`src/rtl/mem_req_arbiter.sv`:
```
// Round-robin, request-locking merge of instr/data req-gnt ports onto one memory port.
// Optional build macro MEM_ARB_PERF_CNT_EN adds saturating grant/conflict counters.
module mem_req_arbiter #(
  parameter int unsigned AddrSize = 32,
  parameter int unsigned DataSize = 64
) (
  input  logic                      clk_i,
  input  logic                      rst_i,
  input  logic                      instr_mem_req,
  output logic                      instr_mem_gnt,
  input  logic [AddrSize-1:0]       instr_mem_addr,
  input  logic [DataSize-1:0]       instr_mem_wdata,
  input  logic [DataSize/8-1:0]     instr_mem_strb,
  input  logic                      instr_mem_we,
  output logic [DataSize-1:0]       instr_mem_rdata,
  input  logic                      data_mem_req,
  output logic                      data_mem_gnt,
  input  logic [AddrSize-1:0]       data_mem_addr,
  input  logic [DataSize-1:0]       data_mem_wdata,
  input  logic [DataSize/8-1:0]     data_mem_strb,
  input  logic                      data_mem_we,
  output logic [DataSize-1:0]       data_mem_rdata,
  output logic                      mem_req,
  input  logic                      mem_gnt,
  output logic [AddrSize-1:0]       mem_addr,
  output logic [DataSize-1:0]       mem_wdata,
  output logic [DataSize/8-1:0]     mem_strb,
  output logic                      mem_we,
  input  logic [DataSize-1:0]       mem_rdata
`ifdef MEM_ARB_PERF_CNT_EN
  ,
  output logic [31:0]               perf_instr_grants_o,
  output logic [31:0]               perf_data_grants_o,
  output logic [31:0]               perf_conflicts_o
`endif
);

  typedef enum logic {MST_INSTR = 1'b0, MST_DATA = 1'b1} master_e;

  master_e             prio_q, prio_d;
  logic                lock_q, lock_d;
  master_e             lock_owner_q, lock_owner_d;
  logic                rsp_valid_q, rsp_valid_d;
  master_e             rsp_owner_q, rsp_owner_d;
  logic [DataSize-1:0] instr_hold_q, instr_hold_d;
  logic [DataSize-1:0] data_hold_q, data_hold_d;

  master_e sel;
  logic    accept;
  logic    instr_rsp;
  logic    data_rsp;

  // A stalled request keeps ownership; otherwise the lone or prioritised requester wins.
  always_comb begin
    sel = MST_INSTR;
    if (lock_q) begin
      sel = lock_owner_q;
    end else if (data_mem_req && (!instr_mem_req || prio_q == MST_DATA)) begin
      sel = MST_DATA;
    end
  end

  always_comb begin
    mem_req   = 1'b0;
    mem_addr  = '0;
    mem_wdata = '0;
    mem_strb  = '0;
    mem_we    = 1'b0;
    if (sel == MST_DATA) begin
      if (data_mem_req) begin
        mem_req   = 1'b1;
        mem_addr  = data_mem_addr;
        mem_wdata = data_mem_wdata;
        mem_strb  = data_mem_strb;
        mem_we    = data_mem_we;
      end
    end else if (instr_mem_req) begin
      mem_req   = 1'b1;
      mem_addr  = instr_mem_addr;
      mem_wdata = instr_mem_wdata;
      mem_strb  = instr_mem_strb;
      mem_we    = instr_mem_we;
    end
  end

  assign accept        = mem_req && mem_gnt;
  assign instr_mem_gnt = accept && (sel == MST_INSTR);
  assign data_mem_gnt  = accept && (sel == MST_DATA);

  assign instr_rsp       = rsp_valid_q && (rsp_owner_q == MST_INSTR);
  assign data_rsp        = rsp_valid_q && (rsp_owner_q == MST_DATA);
  assign instr_mem_rdata = instr_rsp ? mem_rdata : instr_hold_q;
  assign data_mem_rdata  = data_rsp  ? mem_rdata : data_hold_q;

  always_comb begin
    prio_d       = prio_q;
    lock_d       = mem_req && !mem_gnt;
    lock_owner_d = lock_owner_q;
    rsp_valid_d  = accept;
    rsp_owner_d  = rsp_owner_q;
    instr_hold_d = instr_hold_q;
    data_hold_d  = data_hold_q;
    if (lock_d) begin
      lock_owner_d = sel;
    end
    if (accept) begin
      prio_d      = (sel == MST_INSTR) ? MST_DATA : MST_INSTR;
      rsp_owner_d = sel;
    end
    if (instr_rsp) begin
      instr_hold_d = mem_rdata;
    end
    if (data_rsp) begin
      data_hold_d = mem_rdata;
    end
  end

  always_ff @(posedge clk_i or posedge rst_i) begin
    if (rst_i) begin
      prio_q       <= MST_INSTR;
      lock_q       <= 1'b0;
      lock_owner_q <= MST_INSTR;
      rsp_valid_q  <= 1'b0;
      rsp_owner_q  <= MST_INSTR;
      instr_hold_q <= '0;
      data_hold_q  <= '0;
    end else begin
      prio_q       <= prio_d;
      lock_q       <= lock_d;
      lock_owner_q <= lock_owner_d;
      rsp_valid_q  <= rsp_valid_d;
      rsp_owner_q  <= rsp_owner_d;
      instr_hold_q <= instr_hold_d;
      data_hold_q  <= data_hold_d;
    end
  end

`ifdef MEM_ARB_PERF_CNT_EN
  logic [31:0] perf_instr_q, perf_instr_d;
  logic [31:0] perf_data_q, perf_data_d;
  logic [31:0] perf_conf_q, perf_conf_d;

  // Counters saturate at all-ones instead of wrapping.
  always_comb begin
    perf_instr_d = perf_instr_q;
    perf_data_d  = perf_data_q;
    perf_conf_d  = perf_conf_q;
    if (instr_mem_gnt && perf_instr_q != '1) begin
      perf_instr_d = perf_instr_q + 32'd1;
    end
    if (data_mem_gnt && perf_data_q != '1) begin
      perf_data_d = perf_data_q + 32'd1;
    end
    if (instr_mem_req && data_mem_req && !lock_q && perf_conf_q != '1) begin
      perf_conf_d = perf_conf_q + 32'd1;
    end
  end

  always_ff @(posedge clk_i or posedge rst_i) begin
    if (rst_i) begin
      perf_instr_q <= '0;
      perf_data_q  <= '0;
      perf_conf_q  <= '0;
    end else begin
      perf_instr_q <= perf_instr_d;
      perf_data_q  <= perf_data_d;
      perf_conf_q  <= perf_conf_d;
    end
  end

  assign perf_instr_grants_o = perf_instr_q;
  assign perf_data_grants_o  = perf_data_q;
  assign perf_conflicts_o    = perf_conf_q;
`endif

endmodule
```
`config.mk`:
```
export PLATFORM = sky130hd
export DESIGN_NAME = mem_req_arbiter
export DESIGN_NICKNAME = d
export VERILOG_FILES = /design/src/rtl/mem_req_arbiter.sv
export SDC_FILE = /design/constraint.sdc
export NUM_CORES = 1
export LEC_CHECK = 0
export ABC_AREA = 1
export BUFFER_PORTS_ARGS = -buffer_cell sky130_fd_sc_hd__buf_2
export CAP_MARGIN = 20
export CORE_AREA = 2 2 202 204
export DETAILED_ROUTE_END_ITERATION = 12
export DIE_AREA = 0 0 204 206
export MAX_ROUTING_LAYER = met4
export PLACE_DENSITY = 0.45
export SETUP_SLACK_MARGIN = 0.3
export SYNTH_ARGS = -nofsm -noshare
export SYNTH_HDL_FRONTEND = slang
export SYNTH_SLANG_ARGS = --single-unit
```
`constraint.sdc`:
```
create_clock -name clk_i -period 7.63 [get_ports clk_i]
set_input_delay 0.3815 -clock clk_i [delete_from_list [all_inputs] [get_ports clk_i]]
set_output_delay 0.3815 -clock clk_i [all_outputs]
set_load 0.05 [all_outputs]
```
Yosys cells after proc, flatten, opt, wreduce, memory -nomap -nowiden
Cells that the tools add are included.
{ "totals": {"regBits": 133, "in_bits": 279, "word_cells": 39, "out_inout_bits": 236} }
{ "classes": {"n_reduce_logical": 10, "bitwise_logic": 2, "muxes": 20} }
{ "op_table": {"columns": ["op", "n"], "rows": [
  ["2-to-1 mux 64 bit", 5],
  ["2-to-1 mux 32 bit", 3],
  ["2-to-1 mux 8 bit", 3],
  ["2-to-1 mux 1 bit", 9],
  ["logical AND 1 bit", 7],
  ["logical NOT 1 bit", 2],
  ["inverter 1 bit", 2],
  ["logical OR 1 bit", 1]
]} }

Depth between registers and ports, before layout
Gate-level depths: netlist (run 1).
{ "depth": {"ltp_word": 8, "depth_mapped": 10, "mapped_depth_nobuf": 7} }

Least setup slack after synthesis (run 1)
Ideal clock, no wire load.
{ "synth_path": {"path_type": "input to output", "from": "in instr_mem_req", "to": "out mem_strb[1]", "cell_stages": 6, "path_slack_ns": 5.185, "required_time_ns": 7.248, "t_arrival_ns": 2.063, "n_path_buf": 2, "cell_sequence": "buf_2 nand2_1 nand2_2 nand2_4 clkbuf_2 o21ai_0"} }
{ "synth_via": {"elab_chain_cells": 6, "word_cells_on_any_way": 7, "classes_between": "mux (4); reduce/logical (3)"} }
{ "synth_lines": {"columns": ["item", "line", "source"], "rows": [
  ["start, declared", "9", "input logic instr_mem_req,"],
  ["logical NOT 1 bit", "58", "end else if (data_mem_req && (!instr_mem_req || prio_q == MST_DATA)) begin"],
  ["logical OR 1 bit", "58", null],
  ["logical AND 1 bit", "58", null],
  ["2-to-1 mux 1 bit", "58", null],
  ["2-to-1 mux 1 bit", "56", "if (lock_q) begin"],
  ["2-to-1 mux 8 bit (*)", "69", "if (sel == MST_DATA) begin"],
  ["end, declared", "27", "output logic [DataSize/8-1:0] mem_strb,"]
]} }
Mark *: on every way between the ends. The rest lies on a longest branch, timed or not.

Worst setup path in the final report (run 1)
{ "layout_path": {"from": "in data_mem_req", "to": "out mem_wdata[16]"} }
{ "layout_via": {"elab_chain_cells": 4, "word_cells_on_any_way": 5, "classes_between": "mux (4); reduce/logical (1)"} }
{ "layout_lines": {"columns": ["item", "line", "source"], "rows": [
  ["start, declared", "16", "input logic data_mem_req,"],
  ["logical AND 1 bit", "58", null],
  ["2-to-1 mux 1 bit", "58", null],
  ["2-to-1 mux 1 bit", "56", null],
  ["2-to-1 mux 64 bit (*)", "69", null],
  ["end, declared", "26", "output logic [DataSize-1:0] mem_wdata,"]
]} }
Marked as above.

==> flow_metrics.env, run 1 <==
export IMPL_status="finished, violations left"
export IMPL_violations="hold timing"
export IMPL_fin_crit_ns=3.61
export IMPL_p_leak_nw=5.79
export IMPL_synth_flop_cell="dfrtp_1"
export IMPL_dr_pass1_iters=4
export IMPL_die_width_um=204
export IMPL_gp_congestion=0.890
export IMPL_fin_cells=1918
export IMPL_area_growth_pct=50.0
export IMPL_num_vias=7858
export IMPL_final_max_slew_viol_count=0
export IMPL_max_cap_violations=0
export IMPL_setup_tns_ns=0
export IMPL_dpl_cell_area_um2=10200
export IMPL_startpoint="data_mem_req"
export IMPL_first_global_vias=7666
export IMPL_fin_crit_sh=0.473
export IMPL_final_nets=1621
export IMPL_holdBufCountCts=0
export IMPL_critPathCaptureType="primary output"
export IMPL_synthCells=876
export IMPL_synth_most_common_cell="nand2_1"
export IMPL_synth_enable_flop_cells=0
export IMPL_rsz0062_at_grt="no"
export IMPL_ant_nets=0
export IMPL_fin_util=0.271
export IMPL_grt_first_pass_wirelength_um=46900
export IMPL_hp_class="primary input to async pin"
export IMPL_rrSetupSlack_ns=5.58
export IMPL_cts_repair_resized=0
export IMPL_io_pins=515
export IMPL_viasPerCell=4.10
export IMPL_syn_nets=1155
export IMPL_crit_end="mem_wdata[16]"
export IMPL_max_slew_worst_pin_slew_ns=0.966
export IMPL_coreArea_um2=40200
export IMPL_syn_area_um2=7270
export IMPL_clock_latency_ns=0.43
export IMPL_cp_arrival_ns=3.23
export IMPL_yosysTopAreaCell="dfrtp_1"
export IMPL_rr_startpoint="rsp_owner_q"
export IMPL_final_hold_violation_count=2
export IMPL_drt_iter0_drc=367
export IMPL_synth_distinct_cells=20
export IMPL_clkSlewWorstSetupHoldPaths_ns=0.06
export IMPL_cp_start_kind="primary input"
export IMPL_wl_per_cell_um=17.1
export IMPL_finClkSkew_ns=0.00451
export IMPL_holdWs_ns=-0.00124
export IMPL_cts_setup_buffers=0
export IMPL_yosys_warnings=0
export IMPL_netlist_area_leader_share=0.458
export IMPL_die_h_um=206
export IMPL_crit_required_ns=7.25
export IMPL_cts_htree_levels=4
export IMPL_critPathMaxFanout=88
export IMPL_io_buffers=514
export IMPL_synth_seq_cells=133
export IMPL_async_flop_share=1.00
export IMPL_fin_area_um2=10900
export IMPL_worstSetupPathType="primary input to primary output"
export IMPL_fp_row_count=74
export IMPL_setup_slack_ns=4.02
export IMPL_dieArea_um2=42000
export IMPL_syn_avg_cell_area_um2=8.30
export IMPL_p_per_area_nw_per_um2=367
export IMPL_max_freq_mhz=277
export IMPL_slew_headroom=0.356
export IMPL_cts_buffer_depth=2
export IMPL_netlist_top_cells_area="dfrtp_1, nand2_1, o21ai_0"
export IMPL_wl_um=32800
export IMPL_r2r_end="instr_hold_q[29]"
export IMPL_drive_gt1_frac=0.508
export IMPL_finalPower_mw=4.00
export IMPL_cts_buffers=17
export IMPL_pre_cts_slack_ns=4.03
export IMPL_start_util=0.181
export IMPL_ff2ff_path_depth=4
export IMPL_cts_root_buffer="clkbuf_16"
export IMPL_grt_total_usage=0.156
export IMPL_synth_seq_area_share=0.458
export IMPL_dpl_cell_count=1855
export IMPL_grt_max_degree=99
export IMPL_cts_tree="done"
export IMPL_hpwl_um=26200
export IMPL_antenna_found_initial=32
export IMPL_synth_top_cells_by_count="nand2_1, o21ai_0, dfrtp_1"
export IMPL_clock_sinks=133
export IMPL_drc=0
export IMPL_ir_drop_mv=0.127
export IMPL_setup_viol=0
export IMPL_overflow=0
-- cells by family (layout without fill, tap and decap cells) --
family | Yosys count | after routing | share of synthesized area
AO/OA/AOI/OAI | 233 | 233 | 0.194
buffers and inverters | 151 | 630 | 0.0964
AND/OR/NAND/NOR | 359 | 359 | 0.252
other | 0 | 31 | 0
flip-flops | 133 | 133 | 0.458
-- critical path, stage by stage --
cell and delay [ns]:
buf_4 0.49, inv_2 0.08, nor2_2 0.11, nand2_2 0.10
nand2_8 0.51, buf_4 0.80, nand3_1 0.13, o21ai_0 0.15
buf_2 0.32
-- final cells by class --
type,instances,area [µm²]
Fill cell,4464,29300
Sequential cell,133,3330
Multi-Input combinational cell,592,3260
Timing Repair Buffer,522,2640
Tap cell,532,666
Clock buffer,19,433
Inverter,76,290
Clock inverter,13,204
Antenna cell,31,77.6
-- worst min path at each step --
stage,depth (start not counted),to,start,slack (ns)
floorplan,2,prio_q,prio_q,0.44
finish,2,data_hold_q[16],rst_i,-0.001
detailed placement,2,prio_q,prio_q,0.47
CTS,2,instr_hold_q[11],rst_i,0.02
global route,2,data_hold_q[54],rst_i,0.03
global placement,2,prio_q,prio_q,0.47
-- metal layers --
metal  GRT usage  up-vias  share of wire
met5           -        -              0
met4      0.0805        0          0.041
met3      0.0700       55          0.099
met1       0.158     3610           0.37
li1            -     3876              -
met2       0.254      317           0.49
-- report_power, final --
part	total, mW	internal [mW]	switching, mW
logic	2.09	0.407	1.69
clock network	0.893	0.579	0.314
registers	1.02	0.956	0.0626
total	4.00	1.94	2.06
-- cells in the final DEF (no fill, tap or decap), types with 2 or more instances in the layout --
| cell | Yosys | routed |
|---|---|---|
| nand3_1 | 44 | 44 |
| buf_4 | 1 | 10 |
| nand2_4 | 1 | 2 |
| buf_2 | 15 | 512 |
| clkbuf_16 | 0 | 17 |
| inv_1 | 75 | 74 |
| o21ai_2 | 65 | 65 |
| nand2_1 | 244 | 242 |
| nand4_1 | 3 | 3 |
| bufinv_16 | 0 | 5 |
| inv_6 | 0 | 3 |
| clkbuf_1 | 39 | 2 |
| nand3_2 | 65 | 65 |
| clkinv_2 | 0 | 4 |
| diode_2 | 0 | 31 |
| o21ai_0 | 168 | 168 |
| dfrtp_1 | 133 | 133 |
-- registers in the layout, summed over array words and instances (netlist names) --
signal / cells
rsp_valid_q: 1
lock_owner_q: 1
data_hold_q: 64
instr_hold_q: 64
rsp_owner_q: 1
lock_q: 1
prio_q: 1
(Power assumes the default switching activity.)
==> inputs of run 2 (changes only) <==
ABC_AREA = 0   (was 1)
CORE_AREA = 2 2 203 205   (was 2 2 202 204)
DIE_AREA = 0 0 205 207   (was 0 0 204 206)
PLACE_DENSITY = 0.43   (was 0.45)
clock period = 3.05 ns   (was 7.63 ns; I/O delays follow)
==> run 2 against run 1 <==
Compared with the run above: the run now ends clean; flip-flop and latch count did not move; worst setup slack lost 3.6 ns; via count fell by 20%.
==> flow_metrics.env, run 2 <==
export IMPL_cts_htree_levels=4
export IMPL_syn_avg_cell_area_um2=14.1
export IMPL_setup_viol=0
export IMPL_finalPower_mw=10.9
export IMPL_worstSetupPathType="flip-flop to primary output"
export IMPL_synth_most_common_cell="dfrtp_1"
export IMPL_num_vias=6257
export IMPL_io_buffers=514
export IMPL_layout_common_cells="buf_2, dfrtp_1, mux2_2, a22o_1, dlygate4sd3_1"
export IMPL_fp_row_count=74
export IMPL_area_growth_pct=73.1
export IMPL_synth_flop_cell="dfrtp_1"
export IMPL_first_global_vias=6548
export IMPL_yosysTopAreaCell="dfrtp_1"
export IMPL_io_pins=515
export IMPL_die_width_um=205
export IMPL_final_nets=1281
export IMPL_final_max_slew_viol_count=0
export IMPL_max_slew_worst_pin_slew_ns=0.762
export IMPL_max_cap_violations=0
export IMPL_fin_crit_ns=2.65
export IMPL_cp_slowest_cell="dfrtp_1"
export IMPL_grt_max_degree=134
export IMPL_wl_um=34900
export IMPL_syn_nets=710
export IMPL_worst_path_largest_cell_delay_ns=0.48
export IMPL_finClkSkew_ns=0.00859
export IMPL_syn_area_um2=6090
export IMPL_coreArea_um2=40400
export IMPL_slew_headroom=0.492
export IMPL_fin_crit_sh=0.868
export IMPL_reg_top3="data_hold_q: 64 flops, instr_hold_q: 64 flops"
export IMPL_viasPerCell=3.98
export IMPL_cts_root_buffer="clkbuf_16"
export IMPL_netlist_area_leader_share=0.546
export IMPL_p_leak_nw=5.28
export IMPL_start_util=0.151
export IMPL_wl_per_cell_um=22.2
export IMPL_synth_seq_area_share=0.546
export IMPL_final_hold_violation_count=0
export IMPL_cp_arrival_ns=2.49
export IMPL_setup_tns_ns=0
export IMPL_ff2ff_path_depth=3
export IMPL_final_common_cell="buf_2"
export IMPL_worstHoldPathCells=2
export IMPL_rsz0062_at_grt="no"
export IMPL_netlist_top_cells_area="dfrtp_1, mux2_2, a22o_1"
export IMPL_synth_enable_flop_cells=0
export IMPL_grt_first_pass_wirelength_um=48000
export IMPL_ant_nets=0
export IMPL_fin_cells=1571
export IMPL_clock_sinks=133
export IMPL_clkSlewWorstSetupHoldPaths_ns=0.06
export IMPL_antenna_found_initial=31
export IMPL_crit_required_ns=2.90
export IMPL_gp_congestion=0.923
export IMPL_max_freq_mhz=378
export IMPL_cts_tree="done"
export IMPL_dieArea_um2=42400
export IMPL_critPathMaxFanout=15
export IMPL_status="finished clean"
export IMPL_dpl_cell_count=1449
export IMPL_ir_drop_mv=0.322
export IMPL_async_flop_share=1.00
export IMPL_synthCells=431
export IMPL_clock_latency_ns=0.44
export IMPL_hpwl_um=28300
export IMPL_die_h_um=207
export IMPL_synth_top_cells_by_count="dfrtp_1, mux2_2, a22o_1"
export IMPL_holdWs_ns=0.0326
export IMPL_dr_pass1_iters=4
export IMPL_cp_start_kind="flip-flop"
export IMPL_hp_class="primary input to flip-flop"
export IMPL_synth_seq_cells=133
export IMPL_drive_gt1_frac=0.683
export IMPL_yosys_warnings=0
export IMPL_drc=0
export IMPL_cts_buffers=17
export IMPL_critPathCaptureType="primary output"
export IMPL_cts_buffer_depth=2
export IMPL_drt_iter0_drc=344
export IMPL_synth_distinct_cells=24
export IMPL_grt_total_usage=0.166
export IMPL_p_per_area_nw_per_um2=1030
export IMPL_crit_path_cell_trace="nand2b_1, o311a_4, buf_4, a22o_1, buf_2"
export IMPL_overflow=0
run 2: critical path: cells and delay by family (launching register included):
family                 cells  cell delay, ns
AOI/OAI and AO/OA          2            0.70
DFF                        1            0.48
and+or+nand+nor            1            0.30
buffers and inverters      2            0.56
run 2: logic make-up after synthesis:
group	share of synthesized area
multiplexers	0.237
buffers and inverters	0.0423
AND/OR/NAND/NOR	0.0109
flip-flops	0.546
AO/OA/AOI/OAI	0.164
run 2: through the flow:
stage	util	setup slack, ns	area, µm²
final	0.261	0.403	10500
after global placement	0.230	0.735	9270
after global routing	0.260	0.301	10500
after detailed placement	0.230	0.735	9270
after floorplan	-	1.25	6100
after CTS	0.259	0.355	10500
run 2: worst paths after layout:
check | slack, ns | to | from
hold / removal | 0.03 | instr_hold_q[0] | mem_rdata[0]
max in group asynchronous | 1.98 | instr_hold_q[42] | rst_i
hold reg to reg | 0.49 | instr_hold_q[11] | instr_hold_q[11]
min in group asynchronous | 0.52 | instr_hold_q[14] | rst_i
setup reg to reg | 1.33 | instr_hold_q[27] | rsp_owner_q
setup / recovery | 0.40 | mem_wdata[17] | lock_q
run 2: layout make-up:
class,count,area [µm²]
Clock inverter,5,53.8
Timing Repair Buffer,589,3370
Clock buffer,21,480
Tap cell,532,666
Inverter,3,15.0
Sequential cell,133,3330
Fill cell,4445,29800
Antenna cell,30,75.1
Multi-Input combinational cell,258,2560
run 2: what timing repair did:
action,in CTS,in global routing
hold buffers,64,0
pin swaps,1,0
endpoints found under the hold margin,254,0
cloned,2,0
resized for setup,1,1
buffers inserted,0,0
setup endpoints to repair,5,7
run 2: power by group:
part	switching, mW	total [mW]	internal [mW]
clock network	0.759	1.93	1.17
registers	0.169	2.64	2.47
logic	4.70	6.30	1.61
total	5.62	10.9	5.25
run 2: routing by layer:
layer  vias to the layer above  share of wire  track usage
met5                         -              0            -
met4                         0          0.041       0.0511
met3                        46          0.086       0.0584
met2                       322           0.49        0.286
met1                      3061           0.38        0.179
li1                       2828              -            -
